[src/rtl/seq_fp_mul.sv]
// seq_fp_mul -- sequential IEEE-754 single-precision multiplier.
// Mantissas are multiplied by shift-add, one multiplier bit per clock
// (24 cycles), then normalised in one cycle with truncation rounding.
// Denormal inputs are treated as zero. Zero/Inf/NaN take a short path.
//
// Ports:
//   clk       in   clock, rising edge
//   rst_n     in   asynchronous active-low reset
//   start     in   request a multiply (sampled only when idle)
//   a, b      in   [31:0] operands, sampled with start
//   m         out  [31:0] registered product
//   busy      out  operation in progress
//   done      out  one-cycle pulse, m and flags valid
//   overflow  out  result exponent exceeded 254
//   underflow out  result exponent below 1
module seq_fp_mul (
    input  logic        clk,
    input  logic        rst_n,
    input  logic        start,
    input  logic [31:0] a,
    input  logic [31:0] b,
    output logic [31:0] m,
    output logic        busy,
    output logic        done,
    output logic        overflow,
    output logic        underflow
);

    typedef enum logic [2:0] {IDLE, SPECIAL, MUL, NORM, DONE} state_t;

    state_t       state, state_nx;
    logic [31:0]  a_r, b_r;
    logic [47:0]  prod;
    logic [47:0]  mcand;     // multiplicand, shifted left each MUL cycle
    logic [23:0]  mplier;    // multiplier, shifted right each MUL cycle
    logic [4:0]   cnt;

    // Exponent 0 (zero/denormal) or 255 (inf/NaN) sends an operand down
    // the special path; evaluated on the live inputs so the decision is
    // made in the same cycle start is accepted.
    logic in_special;
    assign in_special = (a[30:23] == 8'h00) || (a[30:23] == 8'hFF) ||
                        (b[30:23] == 8'h00) || (b[30:23] == 8'hFF);

    logic sign;
    assign sign = a_r[31] ^ b_r[31];

    // Special-case result from the registered operands
    logic        a_zero, b_zero, a_inf, b_inf, a_nan, b_nan;
    logic [31:0] spec_res;
    assign a_zero = (a_r[30:23] == 8'h00);
    assign b_zero = (b_r[30:23] == 8'h00);
    assign a_inf  = (a_r[30:23] == 8'hFF) && (a_r[22:0] == 23'd0);
    assign b_inf  = (b_r[30:23] == 8'hFF) && (b_r[22:0] == 23'd0);
    assign a_nan  = (a_r[30:23] == 8'hFF) && (a_r[22:0] != 23'd0);
    assign b_nan  = (b_r[30:23] == 8'hFF) && (b_r[22:0] != 23'd0);

    always_comb begin
        if (a_nan || b_nan || (a_zero && b_inf) || (a_inf && b_zero))
            spec_res = 32'h7FC0_0000;
        else if (a_inf || b_inf)
            spec_res = {sign, 8'hFF, 23'd0};
        else
            spec_res = {sign, 31'd0};
    end

    // Normalisation: signed 10-bit exponent so both overflow (>=255) and
    // underflow (<=0) are visible without wrap.
    logic signed [9:0] exp_n;
    logic [22:0]       frac_n;
    assign exp_n = $signed({2'b00, a_r[30:23]}) + $signed({2'b00, b_r[30:23]})
                 - 10'sd127 + $signed({9'd0, prod[47]});
    assign frac_n = prod[47] ? prod[46:24] : prod[45:23];

    // State register
    always_ff @(posedge clk or negedge rst_n) begin
        if (!rst_n) state <= IDLE;
        else        state <= state_nx;
    end

    // Next-state logic
    always_comb begin
        state_nx = state;
        case (state)
            IDLE:    if (start) state_nx = in_special ? SPECIAL : MUL;
            SPECIAL: state_nx = DONE;
            MUL:     if (cnt == 5'd23) state_nx = NORM;
            NORM:    state_nx = DONE;
            DONE:    state_nx = IDLE;
            default: state_nx = IDLE;
        endcase
    end

    // Outputs decoded from state
    always_comb begin
        busy = (state != IDLE);
        done = (state == DONE);
    end

    // Datapath
    always_ff @(posedge clk or negedge rst_n) begin
        if (!rst_n) begin
            a_r       <= 32'd0;
            b_r       <= 32'd0;
            prod      <= 48'd0;
            mcand     <= 48'd0;
            mplier    <= 24'd0;
            cnt       <= 5'd0;
            m         <= 32'd0;
            overflow  <= 1'b0;
            underflow <= 1'b0;
        end else begin
            case (state)
                IDLE: if (start) begin
                    a_r    <= a;
                    b_r    <= b;
                    prod   <= 48'd0;
                    mcand  <= {24'd0, 1'b1, a[22:0]};
                    mplier <= {1'b1, b[22:0]};
                    cnt    <= 5'd0;
                end
                SPECIAL: begin
                    m         <= spec_res;
                    overflow  <= 1'b0;
                    underflow <= 1'b0;
                end
                MUL: begin
                    if (mplier[0]) prod <= prod + mcand;
                    mcand  <= mcand << 1;
                    mplier <= mplier >> 1;
                    cnt    <= cnt + 5'd1;
                end
                NORM: begin
                    if (exp_n >= 10'sd255) begin
                        m         <= {sign, 8'hFF, 23'd0};
                        overflow  <= 1'b1;
                        underflow <= 1'b0;
                    end else if (exp_n <= 10'sd0) begin
                        m         <= {sign, 31'd0};
                        overflow  <= 1'b0;
                        underflow <= 1'b1;
                    end else begin
                        m         <= {sign, exp_n[7:0], frac_n};
                        overflow  <= 1'b0;
                        underflow <= 1'b0;
                    end
                end
                default: ;
            endcase
        end
    end

endmodule

[config.mk]
export PLATFORM = sky130hd
export DESIGN_NAME = seq_fp_mul
export DESIGN_NICKNAME = d
export VERILOG_FILES = /design/src/rtl/seq_fp_mul.sv
export SDC_FILE = /design/constraint.sdc
export NUM_CORES = 1
export LEC_CHECK = 0
export CAP_MARGIN = 15
export CORE_ASPECT_RATIO = 1.1
export CORE_MARGIN = 2
export CORE_UTILIZATION = 35
export CTS_BUF_LIST = sky130_fd_sc_hd__clkbuf_8
export DETAILED_ROUTE_END_ITERATION = 10
export PLACE_DENSITY_LB_ADDON = 0.25
export SETUP_SLACK_MARGIN = 0.4
export SYNTH_ARGS = -nofsm -noshare
export SYNTH_HDL_FRONTEND = slang
export SYNTH_SLANG_ARGS = --single-unit
[constraint.sdc]
create_clock -name clk -period 3.5 [get_ports clk]
set_input_delay 0.7 -clock clk [delete_from_list [all_inputs] [get_ports clk]]
set_output_delay 0.7 -clock clk [all_outputs]
set_load 0.01 [all_outputs]
==> results.cfg <==
[status]
status = completed

[final_layout]
area_delta_synth_final_pct = 22.7
antenna_cells = 0
final_cell_mix = nand2_1 (368), dfrtp_1 (226), clkdlybuf4s50_1 (101)
drive_gt1_share_pct = 11.3
final_nets = 1589
final_area_um2 = 14900
fin_cells = 1923
layout_commonest_cell = nand2_1

[sta]
max-slew-margin-rel_pct = 49.1
slew_violations = 0
hold_ws_ns = 0.156
setup_ws_ns = 0.418
skew_ns = 0.0252
tightestPinTransition_ns = 0.762
fin_crit_sh_pct = 88.1
finalHoldViolCount = 0
setup_viol = 0
period_needed_ns = 3.08
tns_ns = 0
max_freq_ghz = 0.324
grt_setup_unrepaired = yes

[power_and_ir_drop]
leakagePower_nw = 7.12
power.density_nw_per_um2 = 976
max-vdd-ir-drop_uv = 531

[setup_path]
r2r_slack_ns = 0.42
crit_slowest_cell = or4_4
arrival_ns = 3.52
r2r-end = m[12]
end_kind = flip-flop
r2r-start = a_r[23]
ff2ff_path_depth = 14
cp_max_fo = 11
critical_path_buf_inv_count = 3
crit_type = flip-flop to flip-flop
cp.required_ns = 3.94
crit_chain = inv_2 > ha_4 > inv_2 > ha_4 > fa_2 > a21oi_2 > o21bai_1 > xor2_1 > or4_4 > nor3_4 > a41oi_2 > nand2b_4 > clkbuf_16 > o21ai_0
setup.worst_path.start_class = flip-flop
critical_path.max_stage_delay_ns = 0.44
critPathTopFamily = simple AND/OR/NAND/NOR gates

[synthesis]
netlist_instances = 1346
synth-edff-count = 0
ys_seq_area_share_pct = 46.7
synthArstFlopShare_pct = 100
yosys_warnings = 0
ys_ff_latch = 226
syn_avg_cell_area_um2 = 9.01
synthDistinctLibCells = 76
synth_top_flop_cell = dfrtp_1
syn_area_um2 = 12100
syn-num-nets = 1479

[detailed_routing]
dr.pass1.iters = 5
post_drt_wl_per_cell_um = 16.5
ant_nets = 0
vias = 9943
first_iter_violations = 510
drcViolationCount = 0
routed_wl_um = 31600
vias_per_cell = 5.17

[global_routing]
grt_pass1_vias = 10064
grt_use_total_pct = 17.6
grt.overflow.total = 0
grt_max_degree = 84
antenna_found_initial = 0
grt_pass1_wl_um = 51800

[clock_network]
cts_root_buf = clkbuf_8
clockBufferDepth = 3
insertion_delay_ns = 0.56
cts_sinks = 226
cts_max_level = 2
cts_tree = done
clk_pin_slew_ns = 0.06
cts_buffers = 42
cts_hold_buf = 0

[placement]
dp_cells = 1839
hpwl_um = 22400
gp_congestion = 0.861
port_buffers = 102
dp_slack_ns = 0.222
placed_area_um2 = 13700

[flow_run]
max_cap_viol_count = 0

[worst_hold_path]
hold_path_class = primary input to async pin

[die]
dieWidth_um = 181
placementRows = 71
start_util_pct = 35.4
die_y_um = 199
die-area_um2 = 36100
core-area_um2 = 34200
ios = 103
## area by class of cell
type,instances,area [µm²]
fill,3353,19300
timing repair buffer,137,1390
tap,438,548
clock buffer,53,729
inverter,14,55.1
multi-input combinational,1035,6340
clock inverter,20,165
sequential,226,5660
## repair_timing
item | CTS | global route
pin swaps | 1 | 16
endpoints found under the setup margin | 23 | 37
hold endpoints to repair | 0 | 0
resized for setup | 3 | 45
setup buffers | 1 | 8
gates cloned | 0 | 2
## cell usage after synthesis (27+ instances only)
cell / n / area (µm²)
a21o_1: 34 / 255
nand2_1: 369 / 1390
a21oi_1: 55 / 275
nor2_1: 39 / 146
a22o_1: 27 / 236
clkbuf_1: 53 / 199
o21ai_1: 29 / 145
xor2_1: 31 / 272
nand3_1: 94 / 470
ha_1: 64 / 801
o21ai_0: 74 / 370
dfrtp_1: 226 / 5660
## power breakdown
group	internal (mW)	switching (mW)
Sequential	3.71	0.857
Clock	1.58	1.14
Combinational	3.07	4.15
Total	8.36	6.15
## flip-flops by register name, indices dropped and copies added (netlist names)
name and count:
a_r 32, cnt 5, mplier 24, b_r 32, state 3, mcand 48, underflow 1, overflow 1
m 32, prod 48
## how the worst max path moves through the flow
stage	to	slack, ns	from	cells after the start
3_5_place_dp	m[19]	0.22	a_r[23]	14
3_3_place_gp	m[20]	0.32	a_r[23]	14
5_1_grt	m[19]	0.32	prod[47]	14
2_1_floorplan	m[12]	0.36	prod[47]	16
6_report	m[12]	0.42	a_r[23]	14
4_1_cts	m[0]	0.40	a_r[23]	14
## kinds of logic after synthesis
family | synth area share, %
flip-flops | 46.7
AO/OA/AOI/OAI | 15.8
adder cells (fa/ha/maj) | 6.94
buffers and inverters | 2.97
AND/OR/NAND/NOR | 21.9
multiplexers | 2.07
XOR/XNOR | 3.76
## per-layer routing
metal	global-route usage [%]	vias up	wire length (µm)
li1	-	4951	-
met1	22.6	4754	14500
met2	30.3	180	15100
met3	3.10	58	1190
met4	5.54	0	857
met5	0	-	0
## per-stage QoR
stage               utilization [%]  total power [mW]
global route                   43.5              15.8
finish                         43.5              14.5
detailed placement             39.9              11.4
CTS                            42.6              14.2
floorplan                         -              9.50
global placement               39.9              11.3
No activity file was read; power rests on OpenSTA's default activity.
